File: config.mk
export PLATFORM = sky130hd
export DESIGN_NAME = alu_seq
export DESIGN_NICKNAME = d
export VERILOG_FILES = /design/src/rtl/alu_seq.sv
export SDC_FILE = /design/constraint.sdc
export NUM_CORES = 1
export LEC_CHECK = 0
export CAP_MARGIN = 30
export CORE_ASPECT_RATIO = 0.8
export CORE_UTILIZATION = 30
export CTS_BUF_LIST = sky130_fd_sc_hd__clkbuf_8
export DETAILED_ROUTE_END_ITERATION = 10
export GPL_TIMING_DRIVEN = 0
export SYNTH_ARGS = -nofsm -noshare
export SYNTH_HDL_FRONTEND = slang
export SYNTH_SLANG_ARGS = --single-unit
export TNS_END_PERCENT = 10
File: constraint.sdc
create_clock -name clk -period 4.6 [get_ports clk]
set_input_delay 0.92 -clock clk [delete_from_list [all_inputs] [get_ports clk]]
set_output_delay 0.92 -clock clk [all_outputs]
set_load 0.1 [all_outputs]
File: src/rtl/alu_seq.sv
// Registered ALU with valid/ready handshakes on both sides and an iterative
// shift-add multiplier; non-MUL ops complete in one cycle, MUL in WIDTH+1.
module alu_seq #(
    parameter int WIDTH = 8,
    parameter int SHAMT = 4
) (
    input  logic             clk,
    input  logic             rst_n,
    input  logic [2:0]       ALUCon,
    input  logic [WIDTH-1:0] DataA,
    input  logic [WIDTH-1:0] DataB,
    input  logic             in_valid,
    output logic             in_ready,
    output logic [WIDTH-1:0] Result,
    output logic             zero,
    output logic             ovf,
    output logic             out_valid,
    input  logic             out_ready
);
    localparam int CW = $clog2(WIDTH + 1);

    localparam logic [2:0] OP_ADD = 3'b000;
    localparam logic [2:0] OP_SUB = 3'b001;
    localparam logic [2:0] OP_SLT = 3'b010;
    localparam logic [2:0] OP_SHL = 3'b011;
    localparam logic [2:0] OP_MUL = 3'b100;
    localparam logic [2:0] OP_AND = 3'b101;
    localparam logic [2:0] OP_OR  = 3'b110;
    localparam logic [2:0] OP_XOR = 3'b111;

    typedef enum logic [1:0] {
        S_IDLE = 2'd0,
        S_MUL  = 2'd1,
        S_DONE = 2'd2
    } state_t;

    state_t           r_state;
    state_t           w_state_next;
    logic [WIDTH-1:0] r_result;
    logic             r_zero;
    logic             r_ovf;
    logic [WIDTH-1:0] r_acc;
    logic [WIDTH-1:0] r_mcand;
    logic [WIDTH-1:0] r_mplier;
    logic [CW-1:0]    r_cnt;

    logic [WIDTH-1:0] w_alu_res;
    logic             w_alu_ovf;
    logic             w_slt;
    logic             w_accept;
    logic             w_is_mul;
    logic [WIDTH-1:0] w_acc_next;
    logic [CW-1:0]    w_cnt_next;

    function automatic logic f_add_ovf(input logic a_msb, input logic b_msb, input logic r_msb);
        return (a_msb == b_msb) && (r_msb != a_msb);
    endfunction

    function automatic logic f_sub_ovf(input logic a_msb, input logic b_msb, input logic r_msb);
        return (a_msb != b_msb) && (r_msb != a_msb);
    endfunction

    assign w_accept   = in_valid && (r_state == S_IDLE);
    assign w_is_mul   = (ALUCon == OP_MUL);
    assign w_slt      = ($signed(DataA) < $signed(DataB));
    assign w_acc_next = r_acc + (r_mplier[0] ? r_mcand : {WIDTH{1'b0}});
    assign w_cnt_next = r_cnt - CW'(1);

    // Single-cycle ALU result and overflow flag for the non-MUL opcodes
    always_comb begin
        w_alu_res = {WIDTH{1'b0}};
        w_alu_ovf = 1'b0;
        case (ALUCon)
            OP_ADD: begin
                w_alu_res = DataA + DataB;
                w_alu_ovf = f_add_ovf(DataA[WIDTH-1], DataB[WIDTH-1], w_alu_res[WIDTH-1]);
            end
            OP_SUB: begin
                w_alu_res = DataA - DataB;
                w_alu_ovf = f_sub_ovf(DataA[WIDTH-1], DataB[WIDTH-1], w_alu_res[WIDTH-1]);
            end
            OP_SLT:  w_alu_res = {{(WIDTH-1){1'b0}}, w_slt};
            OP_SHL:  w_alu_res = DataB << SHAMT;
            OP_AND:  w_alu_res = DataA & DataB;
            OP_OR:   w_alu_res = DataA | DataB;
            OP_XOR:  w_alu_res = DataA ^ DataB;
            default: w_alu_res = {WIDTH{1'b0}};
        endcase
    end

    // State register
    always_ff @(posedge clk or negedge rst_n) begin
        if (!rst_n) begin
            r_state <= S_IDLE;
        end else begin
            r_state <= w_state_next;
        end
    end

    // Next-state logic; MUL leaves on the step that decrements the counter to zero
    always_comb begin
        w_state_next = r_state;
        case (r_state)
            S_IDLE: begin
                if (w_accept) begin
                    w_state_next = w_is_mul ? S_MUL : S_DONE;
                end else begin
                    w_state_next = S_IDLE;
                end
            end
            S_MUL: begin
                if (w_cnt_next == {CW{1'b0}}) begin
                    w_state_next = S_DONE;
                end else begin
                    w_state_next = S_MUL;
                end
            end
            S_DONE: begin
                if (out_ready) begin
                    w_state_next = S_IDLE;
                end else begin
                    w_state_next = S_DONE;
                end
            end
            default: w_state_next = S_IDLE;
        endcase
    end

    // Handshake outputs decoded from the state register
    always_comb begin
        in_ready  = 1'b0;
        out_valid = 1'b0;
        case (r_state)
            S_IDLE:  in_ready  = 1'b1;
            S_DONE:  out_valid = 1'b1;
            default: begin
                in_ready  = 1'b0;
                out_valid = 1'b0;
            end
        endcase
    end

    // Result/flag registers and the shift-add multiplier datapath
    always_ff @(posedge clk or negedge rst_n) begin
        if (!rst_n) begin
            r_result <= {WIDTH{1'b0}};
            r_zero   <= 1'b0;
            r_ovf    <= 1'b0;
            r_acc    <= {WIDTH{1'b0}};
            r_mcand  <= {WIDTH{1'b0}};
            r_mplier <= {WIDTH{1'b0}};
            r_cnt    <= {CW{1'b0}};
        end else begin
            case (r_state)
                S_IDLE: begin
                    if (w_accept && w_is_mul) begin
                        r_acc    <= {WIDTH{1'b0}};
                        r_mcand  <= DataA;
                        r_mplier <= DataB;
                        r_cnt    <= CW'(WIDTH);
                    end else if (w_accept) begin
                        r_result <= w_alu_res;
                        r_zero   <= (w_alu_res == {WIDTH{1'b0}});
                        r_ovf    <= w_alu_ovf;
                    end
                end
                S_MUL: begin
                    r_acc    <= w_acc_next;
                    r_mcand  <= r_mcand << 1;
                    r_mplier <= r_mplier >> 1;
                    r_cnt    <= w_cnt_next;
                    if (w_cnt_next == {CW{1'b0}}) begin
                        r_result <= w_acc_next;
                        r_zero   <= (w_acc_next == {WIDTH{1'b0}});
                        r_ovf    <= 1'b0;
                    end
                end
                default: begin
                    r_cnt <= r_cnt;
                end
            endcase
        end
    end

    assign Result = r_result;
    assign zero   = r_zero;
    assign ovf    = r_ovf;

endmodule
==> metrics.txt <==
# TYPE chip_impl_metric gauge
chip_impl_metric{name="grt_pass1_vias",unit=""} 2776
chip_impl_metric{name="tightest_slew",unit="ps"} 978
chip_impl_metric{name="ctsHoldBuffers",unit=""} 0
chip_impl_metric{name="io_pins",unit=""} 35
chip_impl_metric{name="post_synth_instance_area",unit="um^2"} 3290
chip_impl_info{name="postSynth.topFlopCell",value="dfrtp_1"} 1
chip_impl_metric{name="die_width",unit="um"} 119
chip_impl_metric{name="max_stage_delay",unit="ps"} 590
chip_impl_info{name="cts_tree",value="built"} 1
chip_impl_metric{name="cts_repair_resize_count",unit=""} 0
chip_impl_info{name="cp_cell_sequence",value="clkdlybuf4s50_1, ha_1, fa_1, a21o_1, a41oi_1, a31oi_1, a311o_1, a21oi_1, nand3_1, o31ai_1"} 1
chip_impl_metric{name="ys_seq_elements",unit=""} 40
chip_impl_metric{name="cell_count_final_fillers_out",unit=""} 578
chip_impl_metric{name="slew_violations",unit=""} 0
chip_impl_metric{name="power.density_cell_area",unit="nW/um^2"} 559
chip_impl_info{name="cp_max_stage_cell",value="clkdlybuf4s50_1"} 1
chip_impl_info{name="setup_repair_after_global_routing_missed_its_margin",value="false"} 1
chip_impl_metric{name="yosysWarnings",unit=""} 0
chip_impl_metric{name="maxSlewHeadroom",unit=""} 0.346
chip_impl_metric{name="final_setup_vio_count",unit=""} 0
chip_impl_info{name="end_kind",value="register"} 1
chip_impl_metric{name="clock_path_buffers",unit=""} 2
chip_impl_metric{name="die_y",unit="um"} 95.7
chip_impl_metric{name="detail_route.wl_per_cell",unit="um"} 16.2
chip_impl_metric{name="drc",unit=""} 0
chip_impl_metric{name="route.vias.total",unit=""} 3060
chip_impl_info{name="post-synth-top-area-cell",value="dfrtp_1"} 1
chip_impl_metric{name="synth.lib_cells_used.distinct",unit=""} 59
chip_impl_metric{name="worst_setup_skew_after_layout",unit="ps"} 9.98
chip_impl_metric{name="core-area",unit="um^2"} 10400
chip_impl_metric{name="h_tree_levels",unit=""} 2
chip_impl_metric{name="synth.net_count",unit=""} 459
chip_impl_metric{name="regArea",unit="um^2"} 1000
chip_impl_info{name="synth_common_cells",value="nor2_1 (46), dfrtp_1 (40), nand2_1 (38)"} 1
chip_impl_metric{name="multi_input_comb_area",unit="um^2"} 2090
chip_impl_metric{name="layout.cell_area.non_filler",unit="um^2"} 3890
chip_impl_metric{name="finalNetCount",unit=""} 498
chip_impl_metric{name="clock.fmax",unit="MHz"} 279
chip_impl_metric{name="finalCritPeriodShare",unit=""} 0.778
chip_impl_metric{name="grt-ovfl-total",unit=""} 0
chip_impl_info{name="largest_cells_by_area_after_synthesis",value="dfrtp_1 (30%), ha_1 (13%), nor2_1 (5.2%)"} 1
chip_impl_metric{name="detail-route-antenna-nets",unit=""} 0
chip_impl_metric{name="cts_made_buffers",unit=""} 5
chip_impl_metric{name="critPathMaxFanout",unit=""} 5
chip_impl_metric{name="areaGrowthSynthToFinish",unit="%"} 18.0
chip_impl_metric{name="dr.first_iter.drc_count",unit=""} 313
chip_impl_metric{name="combined_global_route_utilization_of_all_metal_layers",unit=""} 0.170
chip_impl_metric{name="synth_async_reset_ratio",unit=""} 1.00
chip_impl_metric{name="detail_route.wirelength",unit="mm"} 9.37
chip_impl_metric{name="grt_max_degree",unit=""} 36
chip_impl_metric{name="worst-endpoint-arrival",unit="ps"} 3790
chip_impl_metric{name="layout-drive-gt1-share",unit=""} 0.0685
chip_impl_metric{name="vias_per_cell",unit=""} 5.29
chip_impl_info{name="class_of_the_tightest_hold_or_removal_check",value="in -> async"} 1
chip_impl_metric{name="clock-sinks",unit=""} 40
chip_impl_metric{name="initial_cell_density_of_the_core",unit=""} 0.315
chip_impl_metric{name="vdd_ir_drop_max",unit="V"} 0.000167
chip_impl_info{name="synth.most_common_cell",value="nor2_1"} 1
chip_impl_info{name="run_status",value="finished, final reports clean"} 1
chip_impl_metric{name="synthDominantCellAreaShare",unit=""} 0.304
chip_impl_metric{name="detailedRoute.firstPassIterationCount",unit=""} 5
chip_impl_metric{name="max-cap-violations",unit=""} 0
chip_impl_metric{name="grt_first_pass_wirelength",unit="mm"} 15.0
chip_impl_metric{name="post-dp-hpwl",unit="mm"} 7.38
chip_impl_metric{name="gate_count_post_synth",unit=""} 398
chip_impl_metric{name="totalNegativeSetupSlack",unit="ps"} 0
chip_impl_metric{name="synthesized_area_divided_by_synthesized_cell_count",unit="um^2"} 8.27
chip_impl_info{name="clk_root_buffer_cell",value="clkbuf_8"} 1
chip_impl_metric{name="path_clk_slew",unit="ps"} 80
chip_impl_metric{name="hold_violations",unit=""} 0
chip_impl_info{name="critPathTopFamily",value="compound AO/OA/AOI/OAI gates"} 1
chip_impl_metric{name="dp_cells",unit=""} 570
chip_impl_metric{name="finalWorstPathRequiredPeriod",unit="ps"} 3580
chip_impl_metric{name="worst-path-buf-inv",unit=""} 1
chip_impl_metric{name="antennaDiodeCount",unit=""} 0
chip_impl_metric{name="place_congestion",unit=""} 0.926
chip_impl_metric{name="yosysSeqAreaShare",unit=""} 0.304
chip_impl_metric{name="p_total",unit="mW"} 2.17
chip_impl_metric{name="floorplan.die_area",unit="um^2"} 11400
chip_impl_metric{name="dpl_cell_area",unit="um^2"} 3790
chip_impl_metric{name="clkLatencyLatePin",unit="ps"} 300
chip_impl_metric{name="portBuffers",unit=""} 31
chip_impl_metric{name="number_of_synthesized_flops_with_an_enable_pin",unit=""} 0
chip_impl_metric{name="num_rows",unit=""} 33
chip_impl_metric{name="post_cts.repair.setup_buffers",unit=""} 0
chip_impl_metric{name="leakagePower",unit="nW"} 1.73
chip_impl_metric{name="required",unit="ps"} 4810
chip_impl_metric{name="filler_cell_count",unit=""} 1093
chip_impl_metric{name="number_of_antenna_violations_at_the_first_check_in_global_routing",unit=""} 0
chip_impl_info{name="critical_path.startpoint_type",value="input pin"} 1
chip_impl_info{name="crit_type",value="in -> reg"} 1
-- registers in the layout, indices dropped and copies added, names as in the netlist --
| register | cells |
|---|---|
| Result | 8 |
| r_acc | 8 |
| r_mcand | 8 |
| r_mplier | 8 |
| r_cnt | 4 |
| r_state | 2 |
| ovf | 1 |
| zero | 1 |
-- layer usage --
| metal | up-vias | share of wire | wire, um | global-route usage |
|---|---|---|---|---|
| li1 | 1465 | - | - | - |
| met1 | 1468 | 0.50 | 4720 | 0.267 |
| met2 | 117 | 0.41 | 3810 | 0.237 |
| met3 | 10 | 0.076 | 710 | 0.0308 |
| met4 | 0 | 0.013 | 123 | 0.0359 |
| met5 | - | 0 | 0 | 0 |
-- stage by stage --
| step | setup slack (ps) | util | hold WS (ps) |
|---|---|---|---|
| 6_report | 1020 | 0.372 | 443 |
| 5_1_grt | 890 | 0.372 | 438 |
| 4_1_cts | 1060 | 0.372 | 440 |
| 3_5_place_dp | 764 | 0.363 | 479 |
| 3_3_place_gp | 765 | 0.362 | 478 |
| 2_1_floorplan | 1630 | - | 467 |
-- kinds of logic after synthesis --
kind of cell / share of synthesized area
simple gates: 0.190
buf+inv: 0.0615
mux: 0.0422
compound gates: 0.211
flops: 0.304
fa+ha+maj: 0.151
xor+xnor: 0.0399
-- final cells by class --
class,instances,area share
clock buffer,6,0.0212
inverter,28,0.0270
multi-input combinational,308,0.537
clock inverter,2,0.00290
tap,140,0.0451
timing repair buffer,32,0.0837
sequential,40,0.257
buffer,22,0.0251
-- worst reg2reg max path: stages (launching register included) --
cell      delay [ps]
dfrtp_1          470
and2_1           200
ha_1             210
fa_1             410
a21o_1           180
a21oi_1          230
o21bai_1          90
a21oi_1          170
xor2_1           360
mux2_2           240
o21ai_1           50
-- report_power, final --
group,internal (mW),leakage [nW],switching (mW)
clock network,0.120,0.0486,0.122
registers,0.508,0.486,0.123
logic,0.442,1.19,0.858
-- cells in the final DEF, fill, tap and decap left out, types with 12 or more instances in the layout --
cell / netlist / final
nand2_1: 38 / 38
nor2_1: 46 / 46
clkbuf_1: 12 / 12
o22ai_1: 18 / 18
o21ai_0: 26 / 26
a21oi_1: 16 / 16
dfrtp_1: 40 / 40
inv_1: 27 / 28
ha_1: 35 / 35
nand3_1: 14 / 14
clkdlybuf4s50_1: 0 / 30
-- final timing paths --
| kind | end | cells past startpoint | startpoint | slack [ps] |
|---|---|---|---|---|
| min in group clk | Result[6] | 2 | Result[6] | 490 |
| setup / recovery | zero | 10 | DataB[0] | 1020 |
| max in group asynchronous | r_mcand[2] | 2 | rst_n | 3730 |
| hold / removal | Result[2] | 1 | rst_n | 440 |
| setup reg to reg | Result[6] | 10 | r_mplier[0] | 1880 |
| hold reg to reg | Result[6] | 2 | Result[6] | 490 |
Power figures use the tool's default switching activity.
